<file path="config.mk">
export PLATFORM = sky130hd
export DESIGN_NAME = spi_regfile_peripheral
export DESIGN_NICKNAME = d
export VERILOG_FILES = /design/src/rtl/spi_pkg.sv /design/src/rtl/spi_sync_edge.sv /design/src/rtl/spi_regfile_peripheral.sv
export SDC_FILE = /design/constraint.sdc
export NUM_CORES = 1
export LEC_CHECK = 0
export ABC_AREA = 0
export CAP_MARGIN = 20
export CORE_UTILIZATION = 48
export CTS_CLUSTER_SIZE = 16
export DETAILED_ROUTE_END_ITERATION = 6
export GPL_TIMING_DRIVEN = 0
export PLACE_DENSITY = 0.76
export SLEW_MARGIN = 20
export SYNTH_ARGS = -nofsm -noshare
export SYNTH_HDL_FRONTEND = slang
export SYNTH_SLANG_ARGS = --single-unit
export TNS_END_PERCENT = 30
</file>
<file path="constraint.sdc">
create_clock -name clk -period 1.73 [get_ports clk]
set_clock_uncertainty 0.2 [all_clocks]
set_input_delay 0.346 -clock clk [delete_from_list [all_inputs] [get_ports clk]]
set_output_delay 0.346 -clock clk [all_outputs]
set_load 0.02 [all_outputs]
</file>
<file path="src/rtl/spi_pkg.sv">
// Shared definitions for the SPI register-file peripheral.
// Contents: FSM state type, frame-width helper, R/W bit encodings and
// default bank geometry.
package spi_pkg;

    localparam int unsigned DEF_NUM_REGS = 5;
    localparam int unsigned DEF_DATA_W   = 8;
    localparam int unsigned DEF_ADDR_W   = 7;

    localparam logic RW_WRITE = 1'b1;
    localparam logic RW_READ  = 1'b0;

    typedef enum logic [1:0] {
        IDLE    = 2'd0,
        SHIFT   = 2'd1,
        OVERRUN = 2'd2
    } spi_state_e;

    // Serial frame length: R/W bit, address field, data field.
    function automatic int unsigned frame_w(input int unsigned addr_w, input int unsigned data_w);
        return 32'd1 + addr_w + data_w;
    endfunction

endpackage

</file>
<file path="src/rtl/spi_sync_edge.sv">
// Multi-flop synchronizer for one asynchronous pin, with registered
// rise/fall pulses derived from the last two synchronizer stages.
// Ports:
//   clk, rst_n  : system clock, synchronous active-low reset
//   d_i         : asynchronous pin
//   q_o         : synchronized level, aligned with the rise_o/fall_o pulses
//   rise_o      : one-cycle pulse on a synchronized 0->1 transition
//   fall_o      : one-cycle pulse on a synchronized 1->0 transition
module spi_sync_edge #(
    parameter int unsigned STAGES  = 2,
    parameter logic        RST_VAL = 1'b0
) (
    input  logic clk,
    input  logic rst_n,
    input  logic d_i,
    output logic q_o,
    output logic rise_o,
    output logic fall_o
);

    logic [STAGES-1:0] sync_q, sync_d;
    logic              rise_q, rise_d;
    logic              fall_q, fall_d;

    // Bit 0 is the newest sample; edges compare the two oldest stages.
    always_comb begin
        sync_d = {sync_q[STAGES-2:0], d_i};
        rise_d = sync_q[STAGES-2] & ~sync_q[STAGES-1];
        fall_d = ~sync_q[STAGES-2] & sync_q[STAGES-1];
    end

    always_ff @(posedge clk) begin
        if (!rst_n) begin
            sync_q <= {STAGES{RST_VAL}};
            rise_q <= 1'b0;
            fall_q <= 1'b0;
        end else begin
            sync_q <= sync_d;
            rise_q <= rise_d;
            fall_q <= fall_d;
        end
    end

    // The oldest stage holds the post-edge level in the cycle the pulse is high.
    assign q_o    = sync_q[STAGES-1];
    assign rise_o = rise_q;
    assign fall_o = fall_q;

endmodule

</file>
<file path="src/rtl/spi_regfile_peripheral.sv">
// SPI mode-0 peripheral fronting a bank of NUM_REGS x DATA_W registers.
// Frame (MSB first): R/W (1 = write), ADDR_W address bits, DATA_W data bits.
// Writes commit on nCS rise for exact-length frames to in-range addresses;
// reads shift regs[addr] out on CIPO during the data phase.
// Ports:
//   clk, rst_n            : system clock, synchronous active-low reset
//   ncs_i, sclk_i, copi_i : asynchronous SPI pins
//   cipo_o, cipo_oe_o     : serial read data and its output enable
//   regs_o                : flattened register bank, reg k at [k*DATA_W +: DATA_W]
//   wr_strobe_o, wr_addr_o: commit pulse and address of the last commit
//   frame_err_o           : pulse when a frame is discarded for its length
module spi_regfile_peripheral
    import spi_pkg::*;
#(
    parameter int unsigned NUM_REGS    = DEF_NUM_REGS,
    parameter int unsigned DATA_W      = DEF_DATA_W,
    parameter int unsigned ADDR_W      = DEF_ADDR_W,
    parameter int unsigned SYNC_STAGES = 2
) (
    input  logic                       clk,
    input  logic                       rst_n,
    input  logic                       ncs_i,
    input  logic                       sclk_i,
    input  logic                       copi_i,
    output logic                       cipo_o,
    output logic                       cipo_oe_o,
    output logic [NUM_REGS*DATA_W-1:0] regs_o,
    output logic                       wr_strobe_o,
    output logic [ADDR_W-1:0]          wr_addr_o,
    output logic                       frame_err_o
);

    localparam int unsigned FRAME_W = frame_w(ADDR_W, DATA_W);
    localparam int unsigned CNT_W   = $clog2(FRAME_W + 1);

    logic ncs_rise, ncs_fall, ncs_lvl_unused;
    logic sclk_rise, sclk_fall, sclk_lvl_unused;
    logic copi_s, copi_rise_unused, copi_fall_unused;

    spi_sync_edge #(.STAGES(SYNC_STAGES), .RST_VAL(1'b1)) u_sync_ncs (
        .clk(clk), .rst_n(rst_n), .d_i(ncs_i),
        .q_o(ncs_lvl_unused), .rise_o(ncs_rise), .fall_o(ncs_fall)
    );
    spi_sync_edge #(.STAGES(SYNC_STAGES), .RST_VAL(1'b0)) u_sync_sclk (
        .clk(clk), .rst_n(rst_n), .d_i(sclk_i),
        .q_o(sclk_lvl_unused), .rise_o(sclk_rise), .fall_o(sclk_fall)
    );
    spi_sync_edge #(.STAGES(SYNC_STAGES), .RST_VAL(1'b0)) u_sync_copi (
        .clk(clk), .rst_n(rst_n), .d_i(copi_i),
        .q_o(copi_s), .rise_o(copi_rise_unused), .fall_o(copi_fall_unused)
    );

    spi_state_e                 state_q, state_d;
    logic [CNT_W-1:0]           bit_cnt_q, bit_cnt_d;
    logic [FRAME_W-1:0]         frame_q, frame_d;
    logic [DATA_W-1:0]          out_q, out_d;
    logic                       cipo_q, cipo_d;
    logic                       oe_q, oe_d;
    logic [NUM_REGS*DATA_W-1:0] regs_q, regs_d;
    logic                       wr_strobe_q, wr_strobe_d;
    logic [ADDR_W-1:0]          wr_addr_q, wr_addr_d;
    logic                       frame_err_q, frame_err_d;
    logic [SYNC_STAGES:0]       warm_q, warm_d;

    logic [FRAME_W-1:0] frame_shift;
    logic [ADDR_W-1:0]  rd_addr, f_addr;
    logic [DATA_W-1:0]  rd_data, f_data;
    logic               rd_rw, f_rw, f_addr_ok, warm;

    // Frame fields: header as it completes during the shift, and the full frame.
    always_comb begin
        frame_shift = {frame_q[FRAME_W-2:0], copi_s};
        rd_rw       = frame_shift[ADDR_W];
        rd_addr     = frame_shift[ADDR_W-1:0];
        f_rw        = frame_q[FRAME_W-1];
        f_addr      = frame_q[DATA_W +: ADDR_W];
        f_data      = frame_q[DATA_W-1:0];
        f_addr_ok   = (32'(f_addr) < NUM_REGS);
        // After reset the synchronizers hold their reset level, not the pin;
        // a pin already low would look like an nCS fall, so starts wait until
        // the oldest stage carries a real sample.
        warm        = warm_q[SYNC_STAGES];
    end

    // Read mux; out-of-range addresses read as zero.
    always_comb begin
        rd_data = '0;
        for (int unsigned k = 0; k < NUM_REGS; k++) begin
            if (32'(rd_addr) == k) rd_data = regs_q[k*DATA_W +: DATA_W];
        end
    end

    // Next-state, shift, read-load and commit logic.
    always_comb begin
        state_d     = state_q;
        bit_cnt_d   = bit_cnt_q;
        frame_d     = frame_q;
        out_d       = out_q;
        cipo_d      = cipo_q;
        oe_d        = oe_q;
        regs_d      = regs_q;
        wr_strobe_d = 1'b0;
        wr_addr_d   = wr_addr_q;
        frame_err_d = 1'b0;
        warm_d      = {warm_q[SYNC_STAGES-1:0], 1'b1};

        case (state_q)
            IDLE: begin
                if (ncs_fall && warm) begin
                    state_d   = SHIFT;
                    bit_cnt_d = '0;
                    frame_d   = '0;
                end
            end
            SHIFT: begin
                if (sclk_rise) begin
                    if (32'(bit_cnt_q) == FRAME_W) begin
                        state_d = OVERRUN;
                    end else begin
                        frame_d   = frame_shift;
                        bit_cnt_d = bit_cnt_q + CNT_W'(1);
                        if ((32'(bit_cnt_q) == ADDR_W) && (rd_rw == RW_READ)) begin
                            out_d = rd_data;
                            oe_d  = 1'b1;
                        end
                    end
                end
            end
            OVERRUN: ;
            default: state_d = IDLE;
        endcase

        // CIPO changes on SCLK falls so it is stable at the controller's rise.
        if (oe_q && sclk_fall) begin
            cipo_d = out_q[DATA_W-1];
            out_d  = out_q << 1;
        end

        // nCS rise ends the frame from any state and wins over a same-cycle fall.
        if (ncs_rise) begin
            if ((state_q == SHIFT) && (32'(bit_cnt_q) == FRAME_W)) begin
                if ((f_rw == RW_WRITE) && f_addr_ok) begin
                    for (int unsigned k = 0; k < NUM_REGS; k++) begin
                        if (32'(f_addr) == k) regs_d[k*DATA_W +: DATA_W] = f_data;
                    end
                    wr_strobe_d = 1'b1;
                    wr_addr_d   = f_addr;
                end
            end else if (state_q != IDLE) begin
                frame_err_d = 1'b1;
            end
            state_d   = IDLE;
            bit_cnt_d = '0;
            cipo_d    = 1'b0;
            oe_d      = 1'b0;
        end
    end

    always_ff @(posedge clk) begin
        if (!rst_n) begin
            state_q     <= IDLE;
            bit_cnt_q   <= '0;
            frame_q     <= '0;
            out_q       <= '0;
            cipo_q      <= 1'b0;
            oe_q        <= 1'b0;
            regs_q      <= '0;
            wr_strobe_q <= 1'b0;
            wr_addr_q   <= '0;
            frame_err_q <= 1'b0;
            warm_q      <= '0;
        end else begin
            state_q     <= state_d;
            bit_cnt_q   <= bit_cnt_d;
            frame_q     <= frame_d;
            out_q       <= out_d;
            cipo_q      <= cipo_d;
            oe_q        <= oe_d;
            regs_q      <= regs_d;
            wr_strobe_q <= wr_strobe_d;
            wr_addr_q   <= wr_addr_d;
            frame_err_q <= frame_err_d;
            warm_q      <= warm_d;
        end
    end

    assign cipo_o      = cipo_q;
    assign cipo_oe_o   = oe_q;
    assign regs_o      = regs_q;
    assign wr_strobe_o = wr_strobe_q;
    assign wr_addr_o   = wr_addr_q;
    assign frame_err_o = frame_err_q;

endmodule
</file>
---- Word level (Yosys, flattened, before mapping) ----
Cells that the tools add are included.
storage, ports and cells
  bits in registers ....................... 95
  output and inout bits ................... 51
cells by class
  add/subtract/negate cells ............... 1
  order comparisons ....................... 1
  equality and inequality tests ........... 17
  mux-type cells .......................... 25
  bitwise logic cells ..................... 13
  reduce and logical (&&, ||, !) cells .... 27
operators by type and width
  operator               number
  $mux W8                10
  $mux W16               3
  $reduce_and A4 Y1      9
  $pmux W16 S2           1
  $eq A7 B2 Y1 const B   4
  $mux W5                3
  $eq A7 B1 Y1 const B   2
  $eq A7 B3 Y1 const B   2
  $logic_not A7 Y1       2
  $pmux W5 S2            1
  $reduce_bool A2 Y1     5
  $not A1 Y1             9
  $lt A7 B3 Y1 const B   1
  $mux W2                3
  $ne A2 B2 Y1 const B   3
  $pmux W2 S3            1
  $reduce_and A3 Y1      2
  $add A5 B1 Y5 const B  1
  $eq A5 B3 Y1 const B   1
  $eq A5 B5 Y1 const B   1
  $logic_and A1 B1 Y1    5
  $and A1 B1 Y1          4
  $ne A2 B1 Y1 const B   2
  $reduce_or A2 Y1       2
  other kinds (5)        7

---- Longest topological paths before layout ----
Gate-level depths: netlist of run 1.
  depth after elaboration ................. 11
  mapped depth ............................ 8
  gate-level depth less buffers ........... 6

---- Cells and area by module ----
A second synthesis of run 1 with hierarchy kept.
unflattened totals
  cell total of the unflattened synthesis .. 397
  area total of the unflattened synthesis .. 3843.7 sq um
modules (own cells, without submodules)
  module                            times used  cells each  area an instance (sq um)
  spi_regfile_peripheral            1           373         3510.9
  spi_sync_edge at u_sync_copi ...  2           8           111.4
  spi_sync_edge at u_sync_ncs       1           8           110.1

---- Worst setup path before layout of run 1 ----
OpenSTA, ideal clock, no wires.
  path type ............................... reg-to-reg
  from .................................... register bit_cnt_q[0]
  to ...................................... register regs_q[16], in the netlist regs_o[16]
  setup time .............................. 128 ps
  arrival time ............................ 1482 ps
  required time ........................... 1402 ps
  slack ................................... -80 ps
  cell stages (with the launch flop) ...... 8
  buffers on the path ..................... 1
  clock period less this slack ............ 1810 ps
  cell sequence ........................... dfxtp_1 inv_1 ha_1 nor4bb_1 buf_2 nand4_2 mux2i_1 nor2_1
between the ends
  longest elaborated chain between the ends .. 3
ends and longest elaborated chain
  element                      line                           text
  from (decl)                  spi_regfile_peripheral.sv:54   logic [CNT_W-1:0] bit_cnt_q, bit_cnt_d;
  from (signal assigned)       spi_regfile_peripheral.sv:174  bit_cnt_q <= bit_cnt_d;
  $eq A5 B5 Y1                 spi_regfile_peripheral.sv:141  if ((state_q == SHIFT) && (32'(bit_cnt_q) == FRAME_W)) begin
  $logic_and A1 B1 Y1          spi_regfile_peripheral.sv:141
  $reduce_and A4 Y1 (no line)  -
  to (signal assigned)         spi_regfile_peripheral.sv:179  regs_q <= regs_d;
  to (decl)                    spi_regfile_peripheral.sv:59   logic [NUM_REGS*DATA_W-1:0] regs_q, regs_d;
No other way between the ends.
A chain may end at the register's enable or synchronous reset.

---- Worst setup path after layout of run 1 ----
  from .................................... register bit_cnt_q[0]
  to ...................................... register wr_addr_q[5], in the netlist wr_addr_o[5]
between the ends
  longest elaborated chain between the ends .. 3
ends and longest elaborated chain
  element                      line                           text
  $eq A5 B5 Y1                 spi_regfile_peripheral.sv:141
  $logic_and A1 B1 Y1          spi_regfile_peripheral.sv:141
  $reduce_and A3 Y1 (no line)  -
  to (signal assigned)         spi_regfile_peripheral.sv:181  wr_addr_q <= wr_addr_d;
  to (decl)                    spi_regfile_peripheral.sv:61   logic [ADDR_W-1:0] wr_addr_q, wr_addr_d;
No other way between the ends.

==> impl_metrics.env, run 1 <==
export IMPL_status="complete, but fails checks"
export IMPL_violations="negative setup slack"
export IMPL_r2r_slack_ps=-240
export IMPL_netlist_area_leader_share_pct=50.0
export IMPL_p_int_uw=3490
export IMPL_clock_latency_ps=370
export IMPL_ys_types=38
export IMPL_wl_um=10400
export IMPL_p_total_uw=4370
export IMPL_yosysMostFrequentCell="dfxtp_1"
export IMPL_n_antenna_cell=0
export IMPL_cts_hold_fix_buffers=0
export IMPL_crit_chain="inv_2 -> ha_4 -> nor4bb_4 -> buf_6 -> buf_12 -> nand4_1 -> buf_4 -> and3_4"
export IMPL_r2r_cells=8
export IMPL_place_congestion=0.810
export IMPL_ir_drop_mv=0.634
export IMPL_fin_util_pct=67.7
export IMPL_rows=32
export IMPL_clk_pin_slew_worst_paths_ps=90
export IMPL_grt_ovfl_total=0
export IMPL_synth_async_reset_ratio_pct=0
export IMPL_p_leak_uw=0.00241
export IMPL_fin_crit_sh_pct=114
export IMPL_cts_sinks=95
export IMPL_drt_pass1_iter_count=5
export IMPL_die_h_um=91.0
export IMPL_slew_viol_final=0
export IMPL_grt_pass1_wl_um=16400
export IMPL_r2r_end="wr_addr_o[5]"
export IMPL_antenna_found_initial=0
export IMPL_synthCells=398
export IMPL_hold_viol_final=0
export IMPL_worstReg2RegStart="bit_cnt_q[0]"
export IMPL_area_growth_synth_to_final_pct=37.0
export IMPL_worst_slew_pin_slew_ps=599
export IMPL_finalNetCount=485
export IMPL_cts_buffers=9
export IMPL_synth_edff_count=0
export IMPL_initial_core_util_pct=49.4
export IMPL_wl_per_cell_um=17.8
export IMPL_grt_use_total_pct=25.3
export IMPL_slew_limit_headroom_pct=60.1
export IMPL_drv_cap=0
export IMPL_worstPathRequired_ps=1790
export IMPL_drc=0
export IMPL_max_stage_delay_ps=330
export IMPL_crit_path_start_kind="register"
export IMPL_final_min_clock_period_ps=1970
export IMPL_synth_top_cells_by_area="dfxtp_1, mux2i_1, nor2_1"
export IMPL_vias=3357
export IMPL_avgViaCountPerCell=5.74
export IMPL_max_freq_ghz=0.508
export IMPL_drive_gt1_share_pct=21.7
export IMPL_clkPwrFrac_pct=47.1
export IMPL_grt_max_degree=17
export IMPL_rsz0062_at_grt="yes"
export IMPL_min_path_type="register to register"
export IMPL_syn_nets=405
export IMPL_dieArea_um2=8280
export IMPL_end_kind="register"
export IMPL_synthTopCellsByCount="dfxtp_1, nor2_1, mux2i_1"
export IMPL_setup_viol=74
export IMPL_drtIter0Drc=309
export IMPL_yosysSeqAreaShare_pct=50.0
export IMPL_switching_share_pct=20.0
export IMPL_powerDensity_nw_per_um2=839
export IMPL_port_buffers=55
export IMPL_arrival_ps=2030
export IMPL_io_pins=56
export IMPL_synth_seq_cells=95
export IMPL_final_antenna_net_count=0
export IMPL_crit_fanout=7
export IMPL_die_width_um=91.0
export IMPL_synth_area_per_cell_um2=9.55
export IMPL_combPwrFrac_pct=2.4
export IMPL_pre_cts_ws_ps=-725
export IMPL_cp_startpoint="bit_cnt_q[0]"
export IMPL_cts_tree="done"
export IMPL_cts_htree_levels=3
export IMPL_synth_main_ff_cell="dfxtp_1"
export IMPL_dp_final_hpwl_um=6410
export IMPL_core_um2=7690
export IMPL_worst_path_max_delay_cell="dfxtp_2"
export IMPL_synthesis_area_um2=3800
export IMPL_power_frac_seq_pct=50.4
export IMPL_grt_pass1_vias=3220
export IMPL_synth_warnings=0
export IMPL_cts_buffer_depth=2
export IMPL_worstSetupPathType="register to register"
export IMPL_root_buffer="clkbuf_8"
export IMPL_setup_slack_ps=-239
export IMPL_p_switching_uw=873
export IMPL_critPathCapture="wr_addr_o[5]"
export IMPL_synth_area_leader_cell="dfxtp_1"
-- worst max-delay path: cells and delay by family, from the launching register on --
family | cells | cell delay, ps
buf+inv | 4 | 630
simple gates | 3 | 570
flops | 1 | 330
fa+ha+maj | 1 | 130
-- state kept, by name, summed over array words and instances, names as in the netlist, 2 cells and up --
signal / flops
u_sync_ncs.sync_q: 2
warm_q: 3
bit_cnt_q: 5
out_q: 8
u_sync_copi.sync_q: 2
u_sync_sclk.sync_q: 2
wr_addr_o: 7
state_q: 2
frame_q: 16
regs_o: 40
-- final cells by class --
| cell class | count | area [µm²] |
|---|---|---|
| flip-flops and latches | 95 | 1920 |
| repair buffers | 75 | 697 |
| multi-input cells | 265 | 1980 |
| plain buffers | 27 | 174 |
| inverters | 5 | 18.8 |
| fillers | 593 | 2480 |
| well taps | 102 | 128 |
| clock inverters | 7 | 168 |
| clock buffers | 9 | 124 |
-- power groups by stage --
stage / clock (µW) / sequential [µW] / combinational (µW)
after global placement: 0 / 2250 / 89.2
final: 2060 / 2200 / 105
after detailed placement: 0 / 2250 / 91.2
after CTS: 2070 / 2200 / 102
after floorplan: 0 / 2250 / 57.7
after global routing: 2160 / 2210 / 113
-- metal layers --
metal	vias to the layer above	GRT usage [%]	wire length, µm
met5	-	0	0
met4	0	8.20	211
met3	27	6.53	667
met2	126	41.0	5110
met1	1632	32.9	4410
li1	1572	-	-
-- through the flow --
stage	hold WS [ps]	cell area, µm²	instances	TNS, ps
finish	216	5210	585	-6430
CTS	215	5090	582	-3010
global route	243	5210	585	-14270
detailed placement	201	4480	555	-33540
floorplan	174	3800	398	-3080
global placement	198	4480	555	-29960
-- worst min path at each step --
stage,startpoint,endpoint,slack (ps),cells after the start
final,u_sync_sclk.sync_q[1],u_sync_sclk.rise_o,220,1
after global routing,u_sync_sclk.sync_q[1],u_sync_sclk.rise_o,240,1
after CTS,u_sync_sclk.sync_q[1],u_sync_sclk.rise_o,210,1
after detailed placement,u_sync_sclk.sync_q[1],u_sync_sclk.rise_o,200,1
after global placement,u_sync_sclk.sync_q[1],u_sync_sclk.rise_o,200,1
after floorplan,rst_n,warm_q[0],170,0
-- repair_timing --
action	CTS	global route
endpoints found under the setup margin	128	76
buffers inserted	15	4
gates resized for setup	121	29
pin swaps	14	11
cloned	1	0
-- cells by family after synthesis --
group | count (synthesis) | share of synthesized area, %
AOI/OAI and AO/OA | 69 | 11.9
adders and majority gates | 2 | 0.658
buffers and inverters | 38 | 4.02
DFF | 95 | 50.0
muxes | 50 | 13.2
and+or+nand+nor | 144 | 20.2
-- placed cells by master, fill, tap and decap left out, drive strengths merged, types with 7 or more instances in the layout --
| cell type | count |
|---|---|
| nor2 | 58 |
| clkbuf | 26 |
| a21oi | 13 |
| nand3 | 13 |
| nand4 | 8 |
| a22oi | 17 |
| nand2 | 22 |
| and2 | 8 |
| o22ai | 15 |
| buf | 30 |
| o21ai | 12 |
| mux2i | 49 |
| dfxtp | 95 |
| a2bb2oi | 7 |
| dlygate4sd2 | 51 |
No activity file was read; power rests on OpenSTA's default activity.
==> run 2: changes to the inputs <==
==> constraint.sdc (replaced) <==
create_clock -name clk -period 1.73 [get_ports clk]
set_clock_uncertainty 0.2 [all_clocks]
set_input_delay 0.4325 -clock clk [delete_from_list [all_inputs] [get_ports clk]]
set_output_delay 0.4325 -clock clk [all_outputs]
set_load 0.02 [all_outputs]
==> run 2 against run 1 <==
The flow still finishes with violations (negative setup slack). Wire length grew 1.1%. Clock-buffer cell count is the same. Critical path type unchanged. Largest cell class unchanged. Non-clock buffer count decreased by 3. Worst hold slack got worse by 92 ps. Combinational power up 11%. Total power is essentially flat.
==> impl_metrics.env, run 2 (synthesis results as in run 1) <==
export IMPL_hold_viol_final=0
export IMPL_initial_core_util_pct=49.4
export IMPL_multi_input_area_um2=1980
export IMPL_slew_viol_final=0
export IMPL_antenna_found_initial=0
export IMPL_layout_commonest_cell="dfxtp_1"
export IMPL_drv_cap=0
export IMPL_status="complete, but fails checks"
export IMPL_drc=0
export IMPL_crit_fanout=8
export IMPL_die_h_um=91.0
export IMPL_io_pins=56
export IMPL_drtIter0Drc=228
export IMPL_clock_latency_ps=370
export IMPL_ir_drop_mv=0.620
export IMPL_hold_depth=1
export IMPL_place_congestion=0.810
export IMPL_grt_use_total_pct=26.0
export IMPL_area_growth_synth_to_final_pct=33.6
export IMPL_cts_hold_fix_buffers=0
export IMPL_root_buffer="clkbuf_8"
export IMPL_crit_top_cell="buf_6"
export IMPL_worstPathRequired_ps=1780
export IMPL_rows=32
export IMPL_pre_cts_ws_ps=-811
export IMPL_design_area_um2=5080
export IMPL_die_width_um=91.0
export IMPL_fill_cells=613
export IMPL_grt_max_degree=17
export IMPL_cts_tree="done"
export IMPL_wl_per_cell_um=18.1
export IMPL_powerDensity_nw_per_um2=861
export IMPL_clk_pin_slew_worst_paths_ps=90
export IMPL_r2r_cells=8
export IMPL_cts_buffer_depth=2
export IMPL_tns_ps=-6540
export IMPL_worst_path_max_delay_cell="dfxtp_2"
export IMPL_slew_limit_headroom_pct=60.0
export IMPL_vias=3445
export IMPL_drt_pass1_iter_count=5
export IMPL_cts_buffers=9
export IMPL_cts_htree_levels=3
export IMPL_finalNetCount=482
export IMPL_crit_chain="inv_2 -> ha_4 -> nor4bb_4 -> buf_6 -> buf_6 -> nand4_4 -> mux2i_1 -> nor2_1"
export IMPL_fin_hold_ws_ps=124
export IMPL_setup_viol=73
export IMPL_dp_final_hpwl_um=6410
export IMPL_crit_path_start_kind="register"
export IMPL_dpl_cell_area_um2=4480
export IMPL_drive_gt1_share_pct=25.6
export IMPL_final_min_clock_period_ps=1930
export IMPL_min_path_type="input pin to register"
export IMPL_violations="negative setup slack"
export IMPL_setup_slack_ps=-205
export IMPL_max_stage_delay_ps=330
export IMPL_avgViaCountPerCell=5.92
export IMPL_cts_sinks=95
export IMPL_n_antenna_cell=0
export IMPL_end_kind="register"
export IMPL_final_cell_mix="dfxtp_1, nor2_1, mux2i_1"
export IMPL_port_buffers=55
export IMPL_worstSetupPathType="register to register"
export IMPL_grt_pass1_wl_um=16600
export IMPL_fin_crit_sh_pct=112
export IMPL_wl_um=10500
export IMPL_arrival_ps=1990
export IMPL_final_antenna_net_count=0
export IMPL_grt_pass1_vias=3242
export IMPL_worst_slew_pin_slew_ps=601
export IMPL_dieArea_um2=8280
export IMPL_rsz0062_at_grt="yes"
export IMPL_grt_ovfl_total=0
export IMPL_p_leak_uw=0.00225
export IMPL_regArea_um2=1920
export IMPL_core_um2=7690
export IMPL_max_freq_ghz=0.517
export IMPL_largest_register_ffs=40
[run 2: worst max-delay path, delay by kind of cell (launching register included)]
family	cells	cell delay [ps]
adder cells (fa/ha/maj)	1	120
buffers and inverters	3	380
flip-flops	1	330
multiplexers	1	230
AND/OR/NAND/NOR	3	550
[run 2: cell type report]
cell class / instances / share of cell area (%)
clock buffers: 9 / 2.44
multi-input cells: 265 / 38.9
clock inverters: 7 / 3.30
flip-flops and latches: 95 / 37.8
repair buffers: 72 / 11.3
inverters: 5 / 0.370
plain buffers: 27 / 3.38
well taps: 102 / 2.51
[run 2: final timing paths]
check	from	end	slack, ps
setup / recovery	bit_cnt_q[0]	regs_o[31]	-200
hold / removal	rst_n	warm_q[0]	120
setup reg to reg	bit_cnt_q[0]	regs_o[31]	-200
hold reg to reg	u_sync_sclk.sync_q[1]	u_sync_sclk.rise_o	220
[run 2: where the power goes]
group / leakage (µW) / total, µW / switching [µW] / internal [µW]
Combinational: 0.00133 / 117 / 70.8 / 45.7
Sequential: 0.000773 / 2200 / 7.04 / 2190
Clock: 0.000144 / 2050 / 793 / 1260
[run 2: per-layer routing]
metal	routed length, µm	vias to the layer above	GRT usage (%)
met2	5120	162	42.4
met5	0	-	0
li1	-	1566	-
met3	686	27	7.04
met1	4450	1690	33.4
met4	260	0	8.20
[run 2: metrics by stage]
stage | std cells | utilization, % | total power, µW
2_1_floorplan | 398 | - | 2310
3_3_place_gp | 555 | 58.3 | 2340
3_5_place_dp | 555 | 58.3 | 2350
4_1_cts | 584 | 65.8 | 4380
5_1_grt | 582 | 66.0 | 4490
6_report | 582 | 66.0 | 4370
[run 2: what timing repair did]
action	in CTS	in global routing
setup endpoints to repair	128	116
gates resized for setup	132	82
cloned	2	0
buffers inserted	14	1
pin swaps	17	6
==> RTL change: new RTL, flow settings as in run 2 <==
`RST_VAL` is set to 1'b0 in 3 places; all go to 1'b1.
--- a/src/rtl/spi_sync_edge.sv
+++ b/src/rtl/spi_sync_edge.sv
@@ -9,5 +9,5 @@
 module spi_sync_edge #(
     parameter int unsigned STAGES  = 2,
-    parameter logic        RST_VAL = 1'b0
+    parameter logic        RST_VAL = 1'b1
 ) (
     input  logic clk,
--- a/src/rtl/spi_regfile_peripheral.sv
+++ b/src/rtl/spi_regfile_peripheral.sv
@@ -42,9 +42,9 @@
         .q_o(ncs_lvl_unused), .rise_o(ncs_rise), .fall_o(ncs_fall)
     );
-    spi_sync_edge #(.STAGES(SYNC_STAGES), .RST_VAL(1'b0)) u_sync_sclk (
+    spi_sync_edge #(.STAGES(SYNC_STAGES), .RST_VAL(1'b1)) u_sync_sclk (
         .clk(clk), .rst_n(rst_n), .d_i(sclk_i),
         .q_o(sclk_lvl_unused), .rise_o(sclk_rise), .fall_o(sclk_fall)
     );
-    spi_sync_edge #(.STAGES(SYNC_STAGES), .RST_VAL(1'b0)) u_sync_copi (
+    spi_sync_edge #(.STAGES(SYNC_STAGES), .RST_VAL(1'b1)) u_sync_copi (
         .clk(clk), .rst_n(rst_n), .d_i(copi_i),
         .q_o(copi_s), .rise_o(copi_rise_unused), .fall_o(copi_fall_unused)
Behaviour: same outputs for any inputs over 10 cycles, from zero or initial values and one cycle with rst_n low; that may be too few to reach the edited logic, so the function may still have changed.
==> RTL change against run 2 <==
Synthesized area increased by 1.2%. Wire length up 0.15%. Total power down 11%. Core utilization about the same. First-iteration DRC count shrank 14%. The run still ends with negative setup slack left. Global-route usage fell by 0.13 points. Cell area up 0.47%. Largest power group unchanged. Sequential cell count unchanged. Setup slack better by 0.038 ns. Cell count grew 2.1%.
==> RTL change: results (changes against run 2) <==
The flow ran to the end, but the final reports show violations. Failing checks: negative setup slack (unchanged). The weighted congestion at the end of routability-driven global placement was 0.9009 (was 0.8096); the clock-pin transition on the worst setup and hold timing paths was 0.09 ns (about the same). The logs give 49.46% (was 50.05%) for the portion of the post-synthesis area used by sequential elements and 0 (unchanged) for the total inserted antenna cells. The wire length per cell came out at 17.74 um (was 18.08 um). Type of the most critical hold path: reg -> reg (was in -> reg). Number of buffers on the longest clock path: 2 (unchanged). The arrival time of data at the critical path endpoint was 2.00 ns; the flip-flop count of the largest register, all copies and words added was 40 (unchanged).

Ranking of synthesized cells by instance count: 95 x dfxtp_1, 88 x nor2_1, 40 x mux2i_1 (was 95 x dfxtp_1, 58 x nor2_1, 49 x mux2i_1). The tools report the wire length of the first global-routing pass as 16.62 mm (was 16.64 mm). The final HPWL from detailed placement came out at 6.602 mm (was 6.412 mm). Slew at the pin with the worst max-slew slack: 0.5824 ns (was 0.6007 ns). The biggest cell delay along the critical path was 0.59 ns (was 0.33 ns); the setup TNS after final layout was -3.905 ns (was -6.537 ns). The via density per instance was 5.753 (was 5.919). The final count of negative-setup-slack endpoints is 59 (was 73), and the post-synthesis cell type count is 41 (was 38). The dominant delay contributor by cell family on the critical path is simple AND/OR/NAND/NOR gates (unchanged).

Maximum resistive drop on vdd: 719.2 uV (was 619.8 uV). The tools report the total routing resource utilization after global routing as 25.84% (was 25.97%). Via count of the first global-routing pass: 3316 (was 3242). The share of layout cells above drive strength 1 was 26.63% (was 25.62%). Largest cells by area after synthesis: dfxtp_1 49%, mux2i_1 10%, nor2_1 8.6% (was dfxtp_1 50%, mux2i_1 13%, nor2_1 5.7%). The run gives 495 (was 482) as the number of nets in the layout. The post-synthesis mux area share is 11.00% (was 13.20%).

The worst setup slack after layout was -0.1666 ns (was -0.2049 ns); the setup slack at placement was -0.7846 ns (was -0.8115 ns). The static power due to leakage is 2.326 nW (was 2.250 nW), and the post-synthesis compound-gate area fraction is 11.36% (was 11.85%). The standard cell with the maximum stage delay on the critical path was or4b_2 (was dfxtp_2). The starting DRC count in detailed routing is 195 (was 228), and the maximum fanout along the worst path is 7 (was 8).

The pin count of the biggest net entering global routing is 15 (was 17), and the adder-cell share of the synthesized area is 0.6508% (was 0.6585%). The tools report the net count of the mapped netlist as 420 (was 405).
==> RTL change: cell types whose count changed in the layout (fill, tap and decap cells not counted), moves of 6 or more <==
cell,run 2,this run
a2bb2oi_1,7,0
a21oi_1,10,4
o22ai_1,15,0
a31oi_1,0,7
mux2i_1,48,38
and3_1,6,14
o32ai_2,0,7
nand2_1,22,12
nor2_1,57,86
==> RTL change: power by group <==
part	switching (W)	internal [W]
clock	0.000741	0.000842
sequential	0.00000500	0.00219
combinational	0.0000688	0.0000384
total	0.000815	0.00307
==> RTL change: what timing repair did <==
action,CTS,global route
cloned,1,0
resized for setup,126,86
pin swaps,14,17
endpoints found under the setup margin,133,111
hold endpoints to repair,0,0
buffers inserted,13,4
==> RTL change: per-stage QoR <==
stage          instance area (um^2)  hold WS, ns  std cells
6_report                       5101       0.2178        594
3_3_place_gp                   4523       0.1942        570
3_5_place_dp                   4523       0.1961        570
4_1_cts                        5024       0.2213        594
5_1_grt                        5101       0.2356        594
2_1_floorplan                  3845       0.1863        413
==> RTL change: path summary, 6_finish.rpt <==
check | slack, ns | cells past startpoint | startpoint | end
min reg2reg | 0.22 | 1 | u_sync_copi.sync_q[0]$_SDFF_PN1_ | u_sync_copi.sync_q[1]$_SDFF_PN1_
max | -0.17 | 5 | rst_n | bit_cnt_q[2]$_SDFFE_PP0P_
min | 0.22 | 1 | u_sync_copi.sync_q[0]$_SDFF_PN1_ | u_sync_copi.sync_q[1]$_SDFF_PN1_
max reg2reg | -0.11 | 8 | bit_cnt_q[1]$_SDFFE_PP0P_ | regs_o[4]$_SDFFE_PN0P_
==> RTL change: cell type report <==
class / instances / area, um^2
Fill cell: 602 / 2626
Multi-Input combinational cell: 277 / 2042
Sequential cell: 95 / 1919
Timing Repair Buffer: 73 / 609.3
Buffer: 25 / 165.2
Clock buffer: 11 / 141.4
Tap cell: 102 / 127.6
Clock inverter: 4 / 70.07
Inverter: 7 / 26.28
==> RTL change: routing by layer <==
metal	vias up	global-route usage [%]	wire length, um
met1	1658	31.85	4495
met2	126	41.60	5126
met3	26	6.281	586
li1	1607	-	-
met5	-	0	0
met4	0	13.62	330
==> RTL change: kinds of logic after synthesis <==
family                     after synthesis
muxes                                   41
and+or+nand+nor                        172
DFF                                     95
AOI/OAI and AO/OA                       62
adders and majority gates                2
buffers and inverters                   41
